==> config.mk <==
export PLATFORM = sky130hd
export DESIGN_NAME = state_timer_sel
export DESIGN_NICKNAME = d
export VERILOG_FILES = /design/src/rtl/state_timer_sel.sv
export SDC_FILE = /design/constraint.sdc
export NUM_CORES = 1
export LEC_CHECK = 0
export ABC_AREA = 1
export BUFFER_PORTS_ARGS = -buffer_cell sky130_fd_sc_hd__buf_2
export CORE_MARGIN = 1
export CORE_UTILIZATION = 45
export CTS_CLUSTER_SIZE = 20
export DETAILED_ROUTE_END_ITERATION = 10
export MAX_ROUTING_LAYER = met4
export PLACE_DENSITY = 0.82
export SYNTH_ARGS = -nofsm -noshare
export SYNTH_HDL_FRONTEND = slang
export SYNTH_SLANG_ARGS = --single-unit
==> constraint.sdc <==
create_clock -name clk -period 2.2 [get_ports clk]
set_clock_uncertainty 0.2 [all_clocks]
set_input_delay 0.44 -clock clk [delete_from_list [all_inputs] [get_ports clk]]
set_output_delay 0.44 -clock clk [all_outputs]
set_load 0.1 [all_outputs]
==> src/rtl/state_timer_sel.sv <==
// Per-state duration timer: maps the controller state onto a duration channel, loads it
// into a down-counter advanced by the prescaler tick and pulses done at expiry.
module state_timer_sel #(
  parameter int unsigned WIDTH      = 19,
  parameter int unsigned NUM_CH     = 4,
  parameter int unsigned STATE_W    = 4,
  parameter int unsigned BASE_STATE = 2,
  localparam int unsigned CH_W      = (NUM_CH > 1) ? $clog2(NUM_CH) : 1
) (
  input  logic                    clk,
  input  logic                    rst_n,
  input  logic [STATE_W-1:0]      present_state,
  input  logic [NUM_CH*WIDTH-1:0] t_in,
  input  logic                    tick,
  input  logic                    hold,
  input  logic                    restart,
  output logic [WIDTH-1:0]        tout,
  output logic [CH_W-1:0]         ch_idx,
  output logic                    ch_valid,
  output logic                    running,
  output logic                    done
);

  localparam logic [STATE_W-1:0] BaseCode  = STATE_W'(BASE_STATE);
  // One extra bit so NUM_CH == 2**STATE_W still compares correctly.
  localparam logic [STATE_W:0]   NumChExt  = (STATE_W + 1)'(NUM_CH);
  localparam logic [WIDTH-1:0]   OneCount  = WIDTH'(1);

  logic [WIDTH-1:0]   tout_q, tout_d;
  logic [CH_W-1:0]    ch_idx_q, ch_idx_d;
  logic               ch_valid_q, ch_valid_d;
  logic               running_q, running_d;
  logic               done_q, done_d;
  logic [STATE_W-1:0] prev_state_q;
  logic               first_q;

  logic [STATE_W-1:0] sel;
  logic               valid;
  logic [WIDTH-1:0]   dur;
  logic               load;
  logic               count;

  // Decode
  assign sel   = present_state - BaseCode;
  assign valid = (present_state >= BaseCode) && ({1'b0, sel} < NumChExt);

  always_comb begin
    dur = '0;
    for (int i = 0; i < NUM_CH; i++) begin
      if (sel == STATE_W'(i)) begin
        dur = t_in[i*WIDTH +: WIDTH];
      end
    end
  end

  assign load  = valid && ((present_state != prev_state_q) || restart || first_q);
  assign count = running_q && tick && !hold;

  // Next state: invalid > load > count > idle
  always_comb begin
    tout_d     = tout_q;
    ch_idx_d   = ch_idx_q;
    ch_valid_d = ch_valid_q;
    running_d  = running_q;
    done_d     = 1'b0;
    if (!valid) begin
      tout_d     = '0;
      ch_idx_d   = '0;
      ch_valid_d = 1'b0;
      running_d  = 1'b0;
    end else if (load) begin
      tout_d     = dur;
      ch_idx_d   = CH_W'(sel);
      ch_valid_d = 1'b1;
      running_d  = (dur != '0);
      done_d     = (dur == '0);
    end else if (count) begin
      tout_d = tout_q - OneCount;
      if (tout_q == OneCount) begin
        running_d = 1'b0;
        done_d    = 1'b1;
      end
    end
  end

  always_ff @(posedge clk or negedge rst_n) begin
    if (!rst_n) begin
      tout_q       <= '0;
      ch_idx_q     <= '0;
      ch_valid_q   <= 1'b0;
      running_q    <= 1'b0;
      done_q       <= 1'b0;
      prev_state_q <= '0;
      first_q      <= 1'b1;
    end else begin
      tout_q       <= tout_d;
      ch_idx_q     <= ch_idx_d;
      ch_valid_q   <= ch_valid_d;
      running_q    <= running_d;
      done_q       <= done_d;
      prev_state_q <= present_state;
      first_q      <= 1'b0;
    end
  end

  assign tout     = tout_q;
  assign ch_idx   = ch_idx_q;
  assign ch_valid = ch_valid_q;
  assign running  = running_q;
  assign done     = done_q;

endmodule

==> run_results.csv, run 1 <==
group,metric,value,unit
logic_synthesis,ys_ff_latch,29,
logic_synthesis,ys_warn_count,0,
pwr,p_int,1.29,mW
clock_tree,path_clk_slew,0.06,ns
layout,n_fill_cell,559,
clock_tree,cts_tree,"done",
clock_tree,clock_path_buffers,2,
clock_tree,cts.sinks,29,
clock_tree,insertion_delay,0.28,ns
global_route,grt_usage,30.0,%
pwr,p_sw,1.22,mW
global_route,antenna_found_initial,0,
setup_path,cpPeakStageDelay,0.25,ns
setup_path,worstPathRequired,2.17,ns
die,std_cell_rows,28,
setup_path,crit_family,"simple AND/OR/NAND/NOR gates",
timing,fmax,0.487,GHz
timing,timing_worst_slew_pin_value,0.664,ns
logic_synthesis,syn-mean-instance-area,6.27,um2
setup_path,r2r-start,"tout[0]",
setup_path,path_class,"in2reg",
min_path,worst_hold_path_type,"in2async",
pwr,powerDensity,649,mW/mm2
routing,drc,0,
global_route,grt_pass1_vias,3134,
outcome,violations,"negative hold slack",
setup_path,slowest_stage,"ha_4",
pwr,peakVddDrop,0.482,mV
clock_tree,cts_root_buf,"clkbuf_8",
timing,setup_viol,0,
routing,first_pass_iters,5,
logic_synthesis,netlist_area,0.00277,mm2
die,initial_utilization,46.7,%
timing,post-route-period-util,93.3,%
routing,vias,3486,
routing,wl_met2,4360,um
logic_synthesis,async_flop_share,100,%
routing,dr_wl_met3,626,um
global_route,grt-ovfl-total,0,
place,port_buffers,108,
timing,hold_viol,28,
pwr,p_clk_share,16.8,%
logic_synthesis,netlist_instances,441,
pwr,pwr-share-comb,56.9,%
place,place_area,0.00369,mm2
logic_synthesis,syn-num-nets,530,
clock_tree,cts_buffers,5,
timing,finalCriticalPeriod,2.05,ns
die,die_h,80.4,um
pwr,pwr-share-seq,26.4,%
layout,antenna_cells,0,
setup_path,cp.buffers_inverters,5,
routing,first_iter_violations,191,
layout,layout-drive-gt1-share,35.0,%
global_route,grt_max_degree,34,
timing,slew_viol_final,0,
place,place_congestion,0.946,
logic_synthesis,ys_top_cells_by_area,"dfrtp_1, nand2_1, nand4_1",
logic_synthesis,synth.largest_area_cell,"dfrtp_1",
setup_path,cp-end-kind,"register",
logic_synthesis,yosysUniqueCellTypes,37,
layout,fin_nets,674,
global_route,grt_pass1_wl,14500,um
layout,final_area,0.00387,mm2
setup_path,critPathLaunchType,"primary input",
die,core_area,0.00592,mm2
timing,max-slew-margin-rel,55.7,%
die,io-pin-count,109,
logic_synthesis,synth_flop_cell,"dfrtp_1",
pwr,swShare,48.7,%
outcome,status,"complete, but fails checks",
routing,drt_wl_total,9170,um
setup_path,cp_cell_sequence,"buf_8 -> inv_12 -> ha_4 -> inv_2 -> a21oi_4 -> nand2_4 -> inv_8 -> buf_12 -> nand3b_1 -> nand2_2 -> nand2_1 -> nor2_1 -> nand2_1 -> nor2_2 -> nand3_1 -> nand2_1 -> nand2_1",
routing,avgRoutedWirePerCell,13.9,um
clock_tree,htree_num_levels,2,
die,die_area,0.00646,mm2
place,dpl.hpwl,7220,um
layout,synthToLayoutAreaGrowth,40.0,%
setup_path,cp_max_fo,7,
logic_synthesis,synth-seq-area-share,26.3,%
routing,ant_nets,0,
routing,avgViaCountPerCell,5.27,
die,die-width,80.4,um
setup_path,startpoint,"present_state[1]",
place,dp.cells,650,
logic_synthesis,synth_top_area_share,25.3,%
setup_path,worstPathArrival,2.03,ns
layout,final_cells,661,
timing,fin_hold_ws,-0.0160,ns
pwr,total_leakage_power,2.14,nW
setup_path,crit_top_cell,"nand2_1",
logic_synthesis,synth_edf_count,0,
job,cap_viol_max_count,0,
routing,top_layer,"met4",
routing,met1_length,3910,um
## layout make-up
class | instances | area (um2) | share of cell area (%)
Multi-Input combinational cell | 352 | 1800 | 46.5
Timing Repair Buffer | 157 | 992 | 25.6
Sequential cell | 29 | 732 | 18.9
Clock buffer | 8 | 80.1 | 2.07
Inverter | 40 | 173 | 4.46
Tap cell | 75 | 93.8 | 2.42
## metrics by stage
stage	power, mW	utilization [%]	setup slack (ns)	hold slack, ns	TNS [ns]
after floorplan	1.66	-	-0.0981	-0.0556	-0.710
after global placement	2.04	62.3	-0.235	0.272	-2.35
after detailed placement	2.06	62.3	-0.275	0.288	-3.03
after CTS	2.48	63.7	0.0201	0.00933	0
after global routing	2.67	65.4	-0.00377	0.0352	-0.00377
final	2.51	65.4	0.148	-0.0160	0
## what timing repair did
action | CTS | global route
buffers inserted | 0 | 0
endpoints found under the hold margin | 0 | 0
resized for setup | 0 | 14
endpoints found under the setup margin | 0 | 5
hold buffers | 0 | 0
## registers in the layout, summed over array words and instances, names as in the netlist
name          flops
running           1
first_q           1
ch_valid          1
prev_state_q      4
tout             19
done              1
ch_idx            2
## worst register-to-register path: cells and delay by family (launching register included)
family	cells	cell delay, ns
compound gates	1	0.07
buf+inv	1	0.13
xor+xnor	1	0.16
flops	1	0.44
simple gates	7	0.69
fa+ha+maj	1	0.18
## cell usage after synthesis, types with 2 or more instances
cell type,count
nand2_1,141
nor2_1,50
nand4_1,40
inv_1,32
nand3_1,29
dfrtp_1,28
nand3b_1,17
o21ai_0,16
or2_2,10
clkbuf_1,8
inv_2,8
o211ai_1,7
xor2_1,6
nor3_1,5
xnor2_1,5
buf_2,4
buf_6,4
ha_1,4
nand2_2,4
nor2_2,4
buf_1,2
buf_4,2
## power by group through the flow
stage | Sequential (mW) | Clock (mW) | Combinational, mW
after floorplan | 1.03 | 0 | 0.634
after global placement | 0.669 | 0 | 1.37
after detailed placement | 0.671 | 0 | 1.39
after CTS | 0.662 | 0.429 | 1.39
after global routing | 0.672 | 0.453 | 1.55
final | 0.663 | 0.421 | 1.43
## metal layers
layer / GRT usage (%) / vias to the layer above
met4: 13.4 / 0
li1: - / 1743
met5: - / -
met3: 3.86 / 22
met1: 38.1 / 1537
met2: 47.5 / 184
## layout by cell type, fill, tap and decap left out, types with 2 or more instances in the layout
cell type / synthesis / layout
nor2_2: 4 / 4
xor2_1: 6 / 6
inv_1: 32 / 29
nand3_1: 29 / 29
o211ai_1: 7 / 7
clkbuf_1: 8 / 3
buf_12: 0 / 2
nand2_2: 4 / 4
nand3b_1: 17 / 17
buf_2: 4 / 106
o21ai_0: 16 / 16
buf_6: 4 / 3
nand4_1: 40 / 40
clkbuf_8: 0 / 5
or2_2: 10 / 10
nand2_1: 141 / 139
buf_4: 2 / 43
clkbuf_16: 0 / 2
xnor2_1: 5 / 5
nand2_4: 0 / 2
ha_1: 4 / 3
inv_2: 8 / 8
nor2_1: 50 / 50
dfrtp_2: 0 / 4
dfrtp_1: 28 / 24
nor3_1: 5 / 5
## final timing paths
kind | depth (start not counted) | to | slack (ns)
worst max register to register | 11 | tout[18] | 0.22
min in group clk | 1 | prev_state_q[2] | 0.06
worst min register to register | 2 | ch_idx[0] | 0.30
worst max-delay path | 17 | running | 0.15
max in group asynchronous | 1 | tout[4] | 1.34
worst min-delay path | 1 | tout[15] | -0.02
## kinds of logic after synthesis
logic type	synth area share, %
flops	26.3
fa+ha+maj	1.81
simple gates	51.4
other cells	0.136
buf+inv	9.68
xor+xnor	3.48
compound gates	7.19
(Power assumes the default switching activity.)
==> run 2: changes to the inputs <==
Settings changed: MAX_ROUTING_LAYER met4 to default, PLACE_DENSITY 0.82 to 0.83.
==> run 2 against run 1 <==
  * The flow now finishes without violations
  * Final cell count unchanged
  * Via count increased by 2.6%
  * Die area unchanged
  * Largest cell class unchanged
  * Largest power group unchanged
==> run_results.csv, run 2 (synthesis results as in run 1) <==
group,metric,value,unit
outcome,status,"completed",
layout,n_fill_cell,542,
die,std_cell_rows,28,
routing,avgRoutedWirePerCell,14.0,um
setup_path,r2r_slack,0.19,ns
clock_tree,cts.sinks,29,
routing,ant_nets,0,
layout,layout_commonest_cell,"nand2_1",
clock_tree,cts_buffers,5,
setup_path,crit_family,"simple AND/OR/NAND/NOR gates",
global_route,antenna_found_initial,0,
place,place_area,0.00370,mm2
layout,multi_input_area,0.00181,mm2
setup_path,crit_end,"running",
pwr,total_leakage_power,2.14,nW
job,cap_viol_max_count,0,
global_route,met2_usage,50.1,%
routing,first_pass_iters,5,
layout,regArea,732,um2
layout,antenna_cells,0,
timing,finalCriticalPeriod,2.11,ns
die,core_area,0.00592,mm2
timing,fmax,0.473,GHz
setup_path,crit_top_cell,"nand2_1",
setup_path,cp.buffers_inverters,5,
die,die_h,80.4,um
layout,final_area,0.00387,mm2
setup_path,worstPathRequired,2.18,ns
place,dp.cells,649,
layout,final_cell_mix,"nand2_1, buf_2, nor2_1",
pwr,powerDensity,651,mW/mm2
layout,layout-drive-gt1-share,35.8,%
layout,fin_util,65.4,%
global_route,grt_use_met3,4.77,%
global_route,grt_usage,29.6,%
pwr,peakVddDrop,0.454,mV
clock_tree,clock_path_buffers,2,
setup_path,reg2reg_to,"tout[6]",
timing,max-slew-margin-rel,56.2,%
timing,timing.setup.tns,0,ns
die,io-pin-count,109,
setup_path,reg2reg_depth,8,
global_route,grt_max_degree,34,
setup_path,cp-end-kind,"register",
clock_tree,path_clk_slew,0.06,ns
timing,setup_viol,0,
routing,avgViaCountPerCell,5.41,
layout,largest_reg_flops,19,
layout,final_cells,661,
setup_path,path_class,"in2reg",
setup_path,startpoint,"present_state[2]",
timing,fin_hold_ws,0.0808,ns
global_route,grt_pass1_vias,3262,
clock_tree,htree_num_levels,2,
timing,timing_worst_slew_pin_value,0.657,ns
die,die_area,0.00646,mm2
place,place_congestion,1.01,
setup_path,slowest_stage,"ha_4",
clock_tree,cts_tree,"done",
setup_path,worstPathArrival,2.09,ns
place,dpl.hpwl,7240,um
setup_path,cp_cell_sequence,"buf_2 -> inv_2 -> ha_4 -> inv_2 -> a21oi_4 -> nand2_4 -> inv_6 -> buf_12 -> nand3b_1 -> nand2_1 -> nand2_2 -> nor2_1 -> nand2_1 -> nor2_2 -> nand3_1 -> nand2_1 -> nand2_1",
global_route,grt_pass1_wl,14900,um
place,port_buffers,108,
setup_path,critPathLaunchType,"primary input",
global_route,busiest_layer,"met2",
setup_path,r2r-start,"prev_state_q[1]",
clock_tree,cts_root_buf,"clkbuf_8",
setup_path,cpPeakStageDelay,0.25,ns
routing,drc,0,
setup_path,crit_cells,17,
min_path,worst_hold_path_type,"in2reg",
timing,post-route-period-util,96.0,%
timing,hold_viol,0,
die,initial_utilization,46.7,%
layout,synthToLayoutAreaGrowth,40.0,%
global_route,grt-ovfl-total,0,
layout,fin_nets,674,
setup_path,cp_max_fo,11,
routing,first_iter_violations,360,
timing,slew_viol_final,0,
global_route,grtUsageMet1,37.0,%
routing,drt_wl_total,9270,um
routing,vias,3578,
die,die-width,80.4,um
clock_tree,insertion_delay,0.29,ns
-- run 2: cell types whose count changed in the layout (fill, tap and decap cells not counted), sizes merged --
cell         change
clkbuf           -4
clkinvlp         +1
dlygate4sd3      +1
clkinv           +2
-- run 2: area by class of cell --
type,count,area share [%]
multi-input cells,352,46.8
repair buffers,157,25.3
flip-flops and latches,29,18.9
inverters,40,4.39
well taps,75,2.42
clock buffers,5,1.78
clock inverters,3,0.452
-- run 2: power breakdown --
part / total (mW) / internal [mW] / switching [mW] / leakage [nW]
registers: 0.661 / 0.591 / 0.0700 / 0.376
logic: 1.43 / 0.467 / 0.959 / 1.72
clock network: 0.435 / 0.218 / 0.218 / 0.0439
total: 2.52 / 1.28 / 1.25 / 2.14
-- run 2: per-stage QoR --
step / setup slack [ns] / power (mW)
2_1_floorplan: -0.0981 / 1.66
3_3_place_gp: -0.197 / 2.02
3_5_place_dp: -0.274 / 2.05
4_1_cts: 0.0252 / 2.49
5_1_grt: -0.0718 / 2.69
6_report: 0.0872 / 2.52
-- run 2: repair_timing --
| item | CTS | global route |
|---|---|---|
| endpoints found under the setup margin | 0 | 8 |
| buffers inserted | 0 | 1 |
| endpoints found under the hold margin | 1 | 0 |
| resized for setup | 0 | 14 |
| hold buffers | 1 | 0 |
-- run 2: worst min path at each step --
| stage | endpoint | depth (start not counted) | from |
|---|---|---|---|
| global placement | ch_valid | 2 | ch_valid |
| detailed placement | ch_idx[1] | 2 | ch_idx[1] |
| CTS | prev_state_q[2] | 1 | present_state[2] |
| global route | prev_state_q[2] | 1 | present_state[2] |
| finish | prev_state_q[2] | 1 | present_state[2] |
| floorplan | ch_idx[0] | 0 | rst_n |
-- run 2: layer usage --
layer / share of wire (%) / vias to the layer above
li1: - / 1746
met1: 42 / 1618
met2: 48 / 191
met3: 7.7 / 23
met4: 2.4 / 0
met5: 0 / -
